$ cat config.mk
export PLATFORM = sky130hd
export DESIGN_NAME = serial_word_deserializer_flat
export DESIGN_NICKNAME = d
export VERILOG_FILES = /design/src/rtl/serial_word_deserializer_if.sv /design/src/rtl/serial_word_deserializer.sv /design/src/flat_wrapper.sv
export SDC_FILE = /design/constraint.sdc
export NUM_CORES = 1
export LEC_CHECK = 0
export BUFFER_PORTS_ARGS = -buffer_cell sky130_fd_sc_hd__buf_2
export CELL_PAD_IN_SITES_DETAIL_PLACEMENT = 0
export CELL_PAD_IN_SITES_GLOBAL_PLACEMENT = 1
export CORE_UTILIZATION = 42
export DETAILED_ROUTE_END_ITERATION = 6
export PLACE_DENSITY_LB_ADDON = 0.12
export SYNTH_ARGS = -nofsm -noshare
export SYNTH_HDL_FRONTEND = slang
export SYNTH_SLANG_ARGS = --single-unit
$ cat constraint.sdc
create_clock -name C -period 3.2 [get_ports C]
set_clock_uncertainty 0.05 [all_clocks]
set_input_delay 0.64 -clock C [delete_from_list [all_inputs] [get_ports C]]
set_output_delay 0.64 -clock C [all_outputs]
set_load 0.01 [all_outputs]
$ cat src/rtl/serial_word_deserializer_if.sv
// Serial-in / parallel-out bus between the upstream bit source and the deserializer.
// The master drives the serial side; the slave (deserializer) drives the word side.
interface serial_word_deserializer_if #(
  parameter int unsigned WIDTH = 4
);
  logic             SI;
  logic             EN;
  logic             SYNC;
  logic [WIDTH-1:0] PO;
  logic             VALID;
  logic             BUSY;

  modport master (
    output SI,
    output EN,
    output SYNC,
    input  PO,
    input  VALID,
    input  BUSY
  );

  modport slave (
    input  SI,
    input  EN,
    input  SYNC,
    output PO,
    output VALID,
    output BUSY
  );
endinterface

$ cat src/rtl/serial_word_deserializer.sv
// Assembles an MSB-first serial stream into WIDTH-bit words, strobing VALID for one
// cycle on the edge that samples the last bit of each word.
module serial_word_deserializer #(
  parameter int unsigned WIDTH = 4,
  parameter int unsigned CNTW  = 4
) (
  input logic                      C,
  input logic                      RE,
  serial_word_deserializer_if.slave bus
);

  localparam logic [CNTW-1:0] LastCnt = CNTW'(WIDTH - 1);

  // Before completion at most WIDTH-1 bits are held, so the register's top bit is
  // always zero and is not stored.
  logic [WIDTH-2:0] shreg_q, shreg_d;
  logic [CNTW-1:0]  cnt_q, cnt_d;
  logic [WIDTH-1:0] po_q, po_d;
  logic             valid_q, valid_d;
  logic [WIDTH-1:0] shifted;

  assign shifted = {shreg_q, bus.SI};

  always_comb begin
    shreg_d = shreg_q;
    cnt_d   = cnt_q;
    po_d    = po_q;
    valid_d = 1'b0;
    if (bus.SYNC) begin
      // Realign: the current bit (if enabled) becomes bit 0 of a fresh word.
      shreg_d = '0;
      cnt_d   = '0;
      if (bus.EN) begin
        shreg_d[0] = bus.SI;
        cnt_d      = CNTW'(1);
      end
    end else if (bus.EN) begin
      if (cnt_q == LastCnt) begin
        po_d    = shifted;
        valid_d = 1'b1;
        cnt_d   = '0;
        shreg_d = '0;
      end else begin
        shreg_d = shifted[WIDTH-2:0];
        cnt_d   = cnt_q + CNTW'(1);
      end
    end
  end

  always_ff @(posedge C or posedge RE) begin
    if (RE) begin
      shreg_q <= '0;
      cnt_q   <= '0;
      po_q    <= '0;
      valid_q <= 1'b0;
    end else begin
      shreg_q <= shreg_d;
      cnt_q   <= cnt_d;
      po_q    <= po_d;
      valid_q <= valid_d;
    end
  end

  assign bus.PO    = po_q;
  assign bus.VALID = valid_q;
  assign bus.BUSY  = (cnt_q != '0);

endmodule
$ cat src/flat_wrapper.sv
// flat-port wrapper written by rule: the top's interface ports become plain ports
module serial_word_deserializer_flat 
#(
  parameter int unsigned WIDTH = 4,
  parameter int unsigned CNTW  = 4
)
  (C, RE, bus_SI, bus_EN, bus_SYNC, bus_PO, bus_VALID, bus_BUSY);
  serial_word_deserializer_if #(.WIDTH(WIDTH)) bus_i ();
  input logic C;
  input logic RE;
  input wire logic [$bits(bus_i.SI)-1:0] bus_SI;
  input wire logic [$bits(bus_i.EN)-1:0] bus_EN;
  input wire logic [$bits(bus_i.SYNC)-1:0] bus_SYNC;
  output wire logic [$bits(bus_i.PO)-1:0] bus_PO;
  output wire logic [$bits(bus_i.VALID)-1:0] bus_VALID;
  output wire logic [$bits(bus_i.BUSY)-1:0] bus_BUSY;
  assign bus_i.SI = bus_SI;
  assign bus_i.EN = bus_EN;
  assign bus_i.SYNC = bus_SYNC;
  assign bus_PO = bus_i.PO;
  assign bus_VALID = bus_i.VALID;
  assign bus_BUSY = bus_i.BUSY;
  serial_word_deserializer #(.WIDTH(WIDTH), .CNTW(CNTW)) u_core (.C(C), .RE(RE), .bus(bus_i));
endmodule
======== Word level (Yosys, flattened, before mapping) ========
Cells that the tools add are included.
word-level totals
  word-level logic and storage cells ...... 21
  output and inout bits ................... 6
  input bits .............................. 5
  register bits ........................... 12
cells by class
  bitwise operators ....................... 1
  reductions and logical operators ........ 3
  equality and inequality tests ........... 1
  add/sub/neg operators ................... 1
  multiplexer cells ....................... 11
operator list
  operator                                       number
  2-to-1 mux 4 bit                               3
  2-to-1 mux 3 bit                               3
  2-to-1 mux 1 bit                               5
  adder 4 x 1 -> 4 bit, second input constant    1
  == test 4 x 2 -> 1 bit, second input constant  1
  nonzero test 4 bit                             1
  AND reduction 3 bit                            1
  nonzero test 2 bit                             1
  NOT 1 bit                                      1

======== Logic depth before layout (Yosys ltp) ========
Gate-level depths: netlist of the first run.
  word-level depth ........................ 4
  gate-level depth with buffers ........... 4
  depth with buffers taken out ............ 4

======== Least setup slack after synthesis of the first run ========
No wires, ideal clock.
  kind .................................... input to register
  start point ............................. in bus_SYNC
  end point ............................... reg u_core.po_q[0] (netlist: u_core.bus.PO[0])
  cell stages on the path ................. 3
  setup time .............................. 0.125 ns
  data arrival time ....................... 1.452 ns
  path slack .............................. 1.573 ns
  buffers on the path ..................... 1
  path through ............................ buf_4 nor4_4 mux2_2
on the way
  cells in the longest elaborated chain, start to end .. 2
RTL lines
  element                               RTL line                        RTL
  start, declared                       flat_wrapper.sv:13              input wire logic [$bits(bus_i.SYNC)-1:0] bus_SYNC;
  NOT 1 bit (no source line)            -
  AND reduction 3 bit (no source line)  -
  end signal, assigned                  serial_word_deserializer.sv:59  po_q <= po_d;
  end, declared                         serial_word_deserializer.sv:18  logic [WIDTH-1:0] po_q, po_d;
No other way between the ends.
A chain may end at the register's enable or synchronous reset.

======== Worst setup path in the final report of the first run ========
  start point ............................. reg u_core.cnt_q[0]
  end point ............................... out bus_BUSY
on the way
  cells in the longest elaborated chain, start to end .. 1
RTL lines
  element                 RTL line                        RTL
  start, declared         serial_word_deserializer.sv:17  logic [CNTW-1:0] cnt_q, cnt_d;
  start signal, assigned  serial_word_deserializer.sv:58  cnt_q <= cnt_d;
  nonzero test 4 bit      serial_word_deserializer.sv:66  assign bus.BUSY = (cnt_q != '0);
  end, declared           flat_wrapper.sv:16              output wire logic [$bits(bus_i.BUSY)-1:0] bus_BUSY;
No other way between the ends.

==> impl_metrics.toml, run 1 <==
[synth]
ys_warn_count = 0
ys_seq_area_share_pct = 54.3
yosysTopAreaCell = "dfrtp_1"
synth.top_cell.area_share_pct = 54.3
avgSynthCellArea_um2 = 11.1
synth_seq_cells = 12
netlist_area_um2 = 553
synth_fp_nets = 57
ys_types = 18
syn-instance-count = 50
synth_area_leaders = "dfrtp_1, mux2_2, nand2_1"

[finish]
antenna_cells = 0
nNetsFinal = 70
nFillCells = 114
syn_to_final_growth_pct = 16.7
final_cell_mix = "dfrtp_1, buf_2, nand2_1"
drive_gt1_share_pct = 30.6
final_common_cell = "dfrtp_1"

[power_and_ir_drop]
power.density_nw_per_um2 = 559
leakage_nw = 0.323
ir_drop_mv = 0.231

[sta]
post-route-period-util_pct = 56.5
slew_headroom_pct = 69.2
fin_ws_ns = 1.39
rsz0062_at_grt = "false"
tightest_slew_ns = 0.462
hold_viol_final = 0
slew_violations = 0
timing.fmax_mhz = 553
setup-tns-final_ns = 0
period_needed_ns = 1.81
setup_violations = 0

[grt]
grt_antenna_before_repair = 0
grt_pass1_wl_um = 1650
grt_max_degree = 13
track_usage_pct = 17.6
grt.overflow.total = 0
grt_pass1_vias = 381

[hold_path]
worstHoldPathType = "input port to async pin"

[worst_setup_path]
crit_type = "register to output port"
start_kind = "register"
path_max_fanout = 4
path_cells = "inv_1, ha_1, nand2_1, buf_2"
endpoint_kind = "output port"
slowest_stage = "dfrtp_1"
arrival_ns = 1.12
required_ns = 2.51
cpPeakStageDelay_ns = 0.40

[place]
port_buffers = 10
dpl_worst_slack_ns = 1.33
gp_congestion = 0.766
dp_hpwl_um = 762

[status]
outcome = "complete, no violations"

[drt]
route.detailed.wl_per_inst_um = 13.7
wirelength_um = 1040
drt-pass1-iter-count = 2
first_iter_violations = 1
num_vias = 394
drc = 0
ant_nets = 0
viasPerCell = 5.18

[job]
drv_cap = 0

[floorplan]
die_h_um = 38.3
io_pins = 11
start_util_pct = 47.2
die-area_um2 = 1470
die_w_um = 38.3
core_um2 = 1170
rows = 12

[clock_network]
cts-root-buf = "clkbuf_4"
clkTransAtPathRegs_ns = 0.07
cts.sinks = 12
cts_hold_buf = 0
cts_setup_buffers = 0
cts_tree = "built"
clock_latency_ns = 0.27
cts_resized = 0
clockBufferDepth = 2
htreeDepth = 1
cts_made_buffers = 3
-- cell usage after synthesis (all sizes together) --
library cell / n
buf: 1
ha: 2
nor2: 4
o211ai: 1
nand2b: 2
inv: 3
mux2i: 1
clkbuf: 1
nor4: 1
mux2: 4
nand4: 1
or3b: 1
nand2: 7
a21oi: 3
xor2: 1
nand3: 4
nand4b: 1
dfrtp: 12
-- kinds of logic (layout without fill, tap and decap cells) --
| logic type | count (synthesis) | after routing | synth area share, % |
|---|---|---|---|
| flip-flops | 12 | 12 | 54.3 |
| AO/OA/AOI/OAI | 4 | 4 | 4.07 |
| adder cells (fa/ha/maj) | 2 | 2 | 4.52 |
| multiplexers | 5 | 5 | 9.95 |
| AND/OR/NAND/NOR | 21 | 21 | 21.5 |
| XOR/XNOR | 1 | 1 | 1.58 |
| buffers and inverters | 5 | 17 | 4.07 |
-- power by group --
part           switching [mW]  internal (mW)
combinational          0.0341         0.0284
clock                  0.0494         0.0692
sequential             0.0111          0.169
-- state kept, by name, summed over array words and instances (netlist names) --
name              count
u_core.cnt_q          4
u_core.shreg_q        3
u_core.bus.VALID      1
u_core.bus.PO         4
-- per-stage QoR --
| stage | utilization (%) | hold WS, ns | std cells | total power, mW | area [µm²] |
|---|---|---|---|---|---|
| final | 55.1 | 0.315 | 76 | 0.361 | 646 |
| after global routing | 55.1 | 0.344 | 76 | 0.377 | 646 |
| after CTS | 55.1 | 0.324 | 76 | 0.365 | 646 |
| after detailed placement | 52.0 | 0.441 | 72 | 0.246 | 609 |
| after global placement | 52.0 | 0.437 | 72 | 0.240 | 609 |
| after floorplan | - | 0.406 | 50 | 0.220 | 553 |
-- final cells by class --
| cell class | count | area (µm²) | area share, % |
|---|---|---|---|
| multi-input cells | 33 | 230 | 35.7 |
| flip-flops and latches | 12 | 300 | 46.5 |
| inverters | 3 | 11.3 | 1.74 |
| clock buffers | 4 | 36.3 | 5.62 |
| well taps | 14 | 17.5 | 2.71 |
| repair buffers | 10 | 50.0 | 7.75 |
-- path summary, 6_finish.rpt --
kind	start	to	slack [ns]	cells past startpoint
min reg2reg	u_core.bus.PO[2]$_DFFE_PP0P_	u_core.bus.PO[2]$_DFFE_PP0P_	0.46	1
min in group C	u_core.bus.PO[2]$_DFFE_PP0P_	u_core.bus.PO[2]$_DFFE_PP0P_	0.46	1
max in group asynchronous	RE	u_core.bus.PO[1]$_DFFE_PP0P_	2.47	2
min	RE	u_core.cnt_q[2]$_DFFE_PP0P_	0.31	2
max reg2reg	u_core.cnt_q[1]$_DFFE_PP0P_	u_core.bus.PO[1]$_DFFE_PP0P_	1.60	4
max	u_core.cnt_q[0]$_DFFE_PP0P_	bus_BUSY	1.39	4
-- routing by layer --
layer	global-route usage (%)	vias to the layer above	part of all wire (%)	wire (µm)
met5	0	-	0	0
met4	10.7	0	0.67	7
met3	5.23	2	3.8	40
met2	26.3	8	50	524
met1	22.1	189	45	469
li1	-	195	-	-
-- critical path: cells and delay by family (launching register included) --
| kind | cells | cell delay (ns) |
|---|---|---|
| simple gates | 1 | 0.05 |
| buf+inv | 2 | 0.21 |
| fa+ha+maj | 1 | 0.20 |
| flops | 1 | 0.40 |
Note: power is estimated with default switching activity, not from simulation.
==> inputs of run 2 (changes only) <==
Settings changed: CORE_UTILIZATION 42 to 35.
Clock period 3.2 ns to 1.5 ns, I/O delays scaled along.
==> impl_metrics.toml, run 2 (synthesis results as in run 1) <==
[sta]
tightest_slew_ns = 0.437
setup-tns-final_ns = -0.00971
post-route-period-util_pct = 101
setup_violations = 3
period_needed_ns = 1.51
hold_viol_final = 0
slew_headroom_pct = 70.9
slew_violations = 0
timing.fmax_mhz = 663
fin_ws_ns = -0.00920
rsz0062_at_grt = "true"

[drt]
drc = 0
drt-pass1-iter-count = 4
ant_nets = 0
viasPerCell = 4.84
first_iter_violations = 2
route.detailed.wl_per_inst_um = 12.7
wirelength_um = 1120
num_vias = 426

[clock_network]
cts.sinks = 12
cts_made_buffers = 3
clock_latency_ns = 0.27
clkTransAtPathRegs_ns = 0.08
clockBufferDepth = 2
cts-root-buf = "clkbuf_4"
htreeDepth = 1
cts_tree = "built"

[grt]
grt_antenna_before_repair = 0
grt_pass1_wl_um = 1840
grt.overflow.total = 0
grt_pass1_vias = 422
grt_max_degree = 13
track_usage_pct = 14.4

[finish]
antenna_cells = 0
final_common_cell = "dfrtp_1"
drive_gt1_share_pct = 46.6
syn_to_final_growth_pct = 40.5
nFillCells = 137
nNetsFinal = 81
fin_util_pct = 56.2
register_area_um2 = 300
multi_input_area_um2 = 263
final_cell_mix = "dfrtp_1, buf_2, buf_4, nand2_1"

[power_and_ir_drop]
ir_drop_mv = 0.789
power.density_nw_per_um2 = 1080
leakage_nw = 0.385

[worst_setup_path]
path_cells = "ha_2, nand2_2, nor4_4, buf_4, mux2_4"
cpPeakStageDelay_ns = 0.38
crit_type = "register to register"
cp_num_buf_inv = 1
required_ns = 1.60
start_kind = "register"
cp_top_family = "flip-flops"
endpoint_kind = "register"
slowest_stage = "dfrtp_1"
arrival_ns = 1.61
path_max_fanout = 5

[floorplan]
die-area_um2 = 1740
rows = 13
start_util_pct = 40.0
io_pins = 11
core_um2 = 1380
die_w_um = 41.8
die_h_um = 41.8

[status]
violations = "setup timing"
outcome = "complete, but fails checks"

[place]
dp_hpwl_um = 750
gp_congestion = 0.680
port_buffers = 10

[job]
drv_cap = 0

[hold_path]
worstHoldPathType = "input port to register"
==> run 2: path summary, 6_finish.rpt <==
check,cells after the start,start,slack [ns],to
setup / recovery,5,u_core.cnt_q[1]$_DFFE_PP0P_,-0.009,u_core.bus.PO[3]$_DFFE_PP0P_
hold reg to reg,1,u_core.bus.PO[3]$_DFFE_PP0P_,0.46,u_core.bus.PO[3]$_DFFE_PP0P_
hold / removal,2,bus_SI,0.22,u_core.bus.PO[0]$_DFFE_PP0P_
min in group asynchronous,3,RE,0.51,u_core.bus.PO[2]$_DFFE_PP0P_
setup reg to reg,5,u_core.cnt_q[1]$_DFFE_PP0P_,-0.009,u_core.bus.PO[3]$_DFFE_PP0P_
max in group asynchronous,3,RE,0.58,u_core.bus.PO[3]$_DFFE_PP0P_
==> run 2: cell type report <==
cell class	instances	area share (%)
clock buffer	4	4.67
multi-input combinational	33	33.8
inverter	3	2.09
sequential	12	38.6
timing repair buffer	21	18.4
tap	15	2.42
==> run 2: worst reg2reg max path: cells and delay by family, from the launching register on <==
family / cells / cell delay, ns
flops: 1 / 0.38
fa+ha+maj: 1 / 0.20
mux: 1 / 0.30
simple gates: 2 / 0.26
buf+inv: 1 / 0.19
==> run 2: metrics by stage <==
stage / hold slack (ns) / setup slack, ns / cell area (µm²) / cells / total power, mW
floorplan: 0.115 / 0.0995 / 553 / 50 / 0.469
CTS: 0.211 / -0.00779 / 729 / 85 / 0.811
global placement: 0.274 / 0.0448 / 648 / 78 / 0.532
detailed placement: 0.271 / 0.0247 / 648 / 78 / 0.535
finish: 0.221 / -0.00920 / 777 / 88 / 0.837
global route: 0.214 / -0.0760 / 777 / 88 / 0.887
==> run 2: routing by layer <==
layer | share of wire, % | vias up | global-route usage (%) | routed length [µm]
met5 | 0 | - | 0 | 0
met4 | 0 | 0 | 1.94 | 0
met3 | 5.4 | 0 | 7.83 | 60
met2 | 47 | 12 | 20.6 | 527
met1 | 47 | 200 | 19.6 | 528
li1 | - | 214 | - | -
==> run 2: timing repair <==
item                                    in CTS  in global routing
gates resized for setup                      6                  8
endpoints found under the setup margin       1                  6
hold endpoints to repair                    12                  0
hold buffers                                 1                  0
pin swaps                                    1                  3
buffers inserted                             2                  3
==> run 2: power breakdown <==
group	internal (mW)	switching, mW	leakage [nW]
Combinational	0.112	0.0900	0.204
Clock	0.148	0.104	0.0210
Sequential	0.360	0.0226	0.160
Total	0.620	0.217	0.385
